## src/rtl/branch_resolution_unit.sv

```systemverilog
// Branch resolution for the OTTER execute stage: func3 decode, registered PC redirect
// handshake, execute stall and one-cycle IF/ID flush. Optional counters: BRU_PERF_CNT_EN.
module branch_resolution_unit #(
   parameter int CNT_W = 32
) (
   input  logic             clk,
   input  logic             rst_n,
   input  logic             ex_valid,
   output logic             ex_ready,
   input  logic             ex_jump,
   input  logic [2:0]       func3,
   input  logic             eq,
   input  logic             ltu,
   input  logic             lt,
   input  logic [31:0]      target,
   output logic             stall_ex,
   output logic             redir_valid,
   input  logic             redir_ready,
   output logic [31:0]      redir_pc,
   output logic             flush,
   output logic             illegal,
   output logic             misalign,
   output logic [CNT_W-1:0] branch_cnt,
   output logic [CNT_W-1:0] taken_cnt
);

   typedef enum logic [1:0] {IDLE, REDIR, FLUSH} state_t;

   state_t      state_reg, state_next;
   logic        taken, bad_func3, accept, aligned;
   logic        redir_valid_reg, flush_reg, illegal_reg, misalign_reg;
   logic [31:0] redir_pc_reg;

   always_comb begin
      taken     = 1'b0;
      bad_func3 = 1'b0;
      if (ex_jump) begin
         taken = 1'b1;
      end else begin
         case (func3)
            3'b000:  taken = eq;
            3'b001:  taken = ~eq;
            3'b100:  taken = lt;
            3'b101:  taken = ~lt;
            3'b110:  taken = ltu;
            3'b111:  taken = ~ltu;
            default: bad_func3 = 1'b1;
         endcase
      end
   end

   assign accept  = ex_valid && (state_reg == IDLE);
   assign aligned = (target[1:0] == 2'b00);

   always_comb begin
      state_next = state_reg;
      case (state_reg)
         IDLE:    if (accept && taken && aligned) state_next = REDIR;
         REDIR:   if (redir_ready) state_next = FLUSH;
         FLUSH:   state_next = IDLE;
         default: state_next = IDLE;
      endcase
   end

   // Handshake/flush outputs are registered copies of the next state so they
   // line up exactly with the state they describe.
   always_ff @(posedge clk or negedge rst_n) begin
      if (!rst_n) begin
         state_reg       <= IDLE;
         redir_valid_reg <= 1'b0;
         flush_reg       <= 1'b0;
         illegal_reg     <= 1'b0;
         misalign_reg    <= 1'b0;
         redir_pc_reg    <= 32'h0;
      end else begin
         state_reg       <= state_next;
         redir_valid_reg <= (state_next == REDIR);
         flush_reg       <= (state_next == FLUSH);
         illegal_reg     <= accept && bad_func3;
         misalign_reg    <= accept && taken && !aligned;
         if (accept && taken && aligned)
            redir_pc_reg <= target;
      end
   end

   assign ex_ready    = (state_reg == IDLE);
   assign stall_ex    = (state_reg == REDIR);
   assign redir_valid = redir_valid_reg;
   assign flush       = flush_reg;
   assign illegal     = illegal_reg;
   assign misalign    = misalign_reg;
   assign redir_pc    = redir_pc_reg;

`ifdef BRU_PERF_CNT_EN
   logic [CNT_W-1:0] branch_cnt_reg, taken_cnt_reg;

   always_ff @(posedge clk or negedge rst_n) begin
      if (!rst_n) begin
         branch_cnt_reg <= '0;
         taken_cnt_reg  <= '0;
      end else if (accept) begin
         if (branch_cnt_reg != {CNT_W{1'b1}})
            branch_cnt_reg <= branch_cnt_reg + 1'b1;
         if (taken && (taken_cnt_reg != {CNT_W{1'b1}}))
            taken_cnt_reg <= taken_cnt_reg + 1'b1;
      end
   end

   assign branch_cnt = branch_cnt_reg;
   assign taken_cnt  = taken_cnt_reg;
`else
   assign branch_cnt = '0;
   assign taken_cnt  = '0;
`endif

endmodule

```

## config.mk

```make
export PLATFORM = sky130hd
export DESIGN_NAME = branch_resolution_unit
export DESIGN_NICKNAME = d
export VERILOG_FILES = /design/src/rtl/branch_resolution_unit.sv
export SDC_FILE = /design/constraint.sdc
export NUM_CORES = 1
export LEC_CHECK = 0
export CORE_MARGIN = 2
export CORE_UTILIZATION = 34
export CTS_CLUSTER_SIZE = 30
export DETAILED_ROUTE_END_ITERATION = 6
export GPL_ROUTABILITY_DRIVEN = 0
export PLACE_DENSITY_LB_ADDON = 0.2
export SYNTH_ARGS = -nofsm -noshare
export SYNTH_HDL_FRONTEND = slang
export SYNTH_SLANG_ARGS = --single-unit
```

## constraint.sdc

```tcl
create_clock -name clk -period 1.7 [get_ports clk]
set_clock_uncertainty 0.15 [all_clocks]
set_input_delay 0.255 -clock clk [delete_from_list [all_inputs] [get_ports clk]]
set_output_delay 0.255 -clock clk [all_outputs]
set_load 0.005 [all_outputs]
```

==> reports/metrics.cfg <==
[outcome]
status=completed

[yosys]
yosysSeqAreaShare_pct=48.3
syn_inst=158
synth_cell_types=18
syn_area_um2=1970
synth.avg_cell_area_um2=12.5
synth_warnings=0
ys_seq_elements=38

[sta]
layout_setup_ws_ps=9.73
worstMarginPinSlew_ps=556
min_period_ps=1690
finalSetupViolations=0
slew_viol_final=0
fmax_mhz=592
period_share_pct=99.4
slew-limit-headroom_pct=62.9
hold_violations=0
rsz0062_at_grt=yes
setup_tns_ps=0

[clock_network]
clockBufferDepth=2
clkLatencyLatePin_ps=280
clk_pin_slew_ps=70
numCtsBuffers=5
clock_tree.root_cell=clkbuf_8
cts_sinks=38
cts_tree=built
h-tree-depth=2

[grt]
grt_max_degree=26
grtUsageTotal_pct=12.3
grt_antenna_before_repair=0
grt_pass1_wl_um=5800
grt.overflow.total=0
grt_pass1_vias=1161

[floorplan]
initial_core_util_pct=35.5
dieArea_um2=6410
pin_count=145
rows=27
die_h_um=80.1
die_width_um=80.1
core_area_um2=5540

[layout]
drive_gt1_share_pct=24.6
n_antenna_cell=0
largest_reg_flops=32
multi_input_area_um2=858
nets=298
final_cell_mix=70 x clkdlybuf4s50_1, 64 x conb_1, 38 x dfrtp_1
fillers=511
syn2layout_area_growth_pct=53.3
final-seq-area_um2=951
layout_commonest_cell=clkdlybuf4s50_1
final_area_um2=3020

[power_and_ir_drop]
vdd_drop_max_uv=377
p_per_area_nw_per_um2=1060
switching_share_pct=22.4
seqPwrFrac_pct=38.6
leakagePower_nw=1.48
pwr-share-clk_pct=29.5
switchingPower_mw=0.719
intPower_mw=2.48
comb_power_share_pct=31.9

[place]
post-dp-hpwl_um=2740
place_ws_ps=-683
placed_area_um2=2660
io_buffer_count=80

[setup_path]
critPathArrivalTime_ps=1720
startpoint_type=input pin
cp.required_ps=1730
end_kind=flop
cp_max_fo=7
crit_type=input pin to flop

[worst_hold_path]
hold_path.class=input pin to flop

[routing]
initialDrtViolationCount=22
antenna_left=0
routed_via_density=3.82
finalWirelength_um=4110
drc=0
dr.pass1.iters=4
vias=1252
wl_per_cell_um=12.5

[job]
cap_violations=0

==> per-layer routing <==
metal / global-route usage [%] / share of wire, % / vias to the layer above
li1: - / - / 583
met1: 15.5 / 44 / 580
met2: 19.0 / 46 / 82
met3: 3.93 / 9.1 / 7
met4: 6.10 / 1.8 / 0
met5: 0 / 0 / -
==> logic make-up after synthesis <==
| family | share of synthesized area, % |
|---|---|
| buffers and inverters | 26.3 |
| flip-flops | 48.3 |
| multiplexers | 18.6 |
| AND/OR/NAND/NOR | 4.32 |
| AO/OA/AOI/OAI | 1.84 |
| XOR/XNOR | 0.445 |
| other | 0.191 |
==> power by group through the flow <==
stage               combinational [mW]  clock (mW)  sequential, mW
global route                      1.10        1.01            1.27
CTS                              0.982       0.972            1.23
floorplan                        0.381           0            1.26
finish                            1.02       0.944            1.24
global placement                 0.899           0            1.24
detailed placement               0.913           0            1.24
==> worst paths after layout <==
path	start	endpoint	slack, ps	cells after the start
hold / removal	func3[2]	illegal	210	3
hold reg to reg	redir_pc[0]	redir_pc[0]	350	1
min in group asynchronous	rst_n	redir_pc[23]	340	2
setup reg to reg	state_reg[1]	redir_pc[18]	70	6
max in group asynchronous	rst_n	redir_pc[28]	530	3
setup / recovery	func3[1]	redir_pc[23]	10	7
==> what timing repair did <==
| item | in CTS | in global routing |
|---|---|---|
| setup endpoints to repair | 36 | 27 |
| pin swaps | 3 | 2 |
| cloned | 3 | 0 |
| endpoints found under the hold margin | 23 | 0 |
| buffers inserted | 5 | 0 |
| hold buffers | 1 | 0 |
| gates resized for setup | 37 | 21 |
==> cell type report <==
type	count	share of cell area [%]
Timing Repair Buffer	94	32.2
Sequential cell	38	31.5
Multi-Input combinational cell	115	28.5
Tap cell	72	2.99
Clock buffer	6	2.74
Clock inverter	2	1.99
Inverter	1	0.124
==> worst max-delay path, cell delays in order <==
cell,delay (ps)
buf_4,130
mux2i_4,190
mux2i_4,200
o311ai_4,310
buf_6,180
buf_12,130
mux2_2,330
==> cells in the mapped netlist <==
| library cell | n | share of area (%) |
|---|---|---|
| inv_1 | 1 | 0.19 |
| and2_1 | 5 | 1.6 |
| mux2_4 | 2 | 1.5 |
| mux2_2 | 28 | 16 |
| xnor2_1 | 1 | 0.45 |
| buf_6 | 3 | 1.7 |
| nor3_1 | 3 | 0.76 |
| dfrtp_1 | 38 | 48 |
| o311ai_4 | 1 | 1.3 |
| nor2_1 | 2 | 0.38 |
| o21ai_0 | 2 | 0.51 |
| mux2i_1 | 2 | 1.0 |
| nor4b_1 | 1 | 0.45 |
| conb_1 | 1 | 0.19 |
| buf_4 | 64 | 24 |
| or2b_2 | 1 | 0.45 |
| nand2b_1 | 1 | 0.32 |
| nand2_1 | 2 | 0.38 |
==> metrics by stage <==
stage / utilization (%) / instances / hold WS (ps) / total power, mW
5_1_grt: 54.4 / 328 / 230 / 3.37
3_5_place_dp: 48.0 / 315 / 128 / 2.15
4_1_cts: 54.1 / 330 / 221 / 3.19
3_3_place_gp: 48.0 / 315 / 133 / 2.14
6_report: 54.4 / 328 / 210 / 3.20
2_1_floorplan: - / 221 / -191 / 1.64
Note: power is estimated with default switching activity, not from simulation.
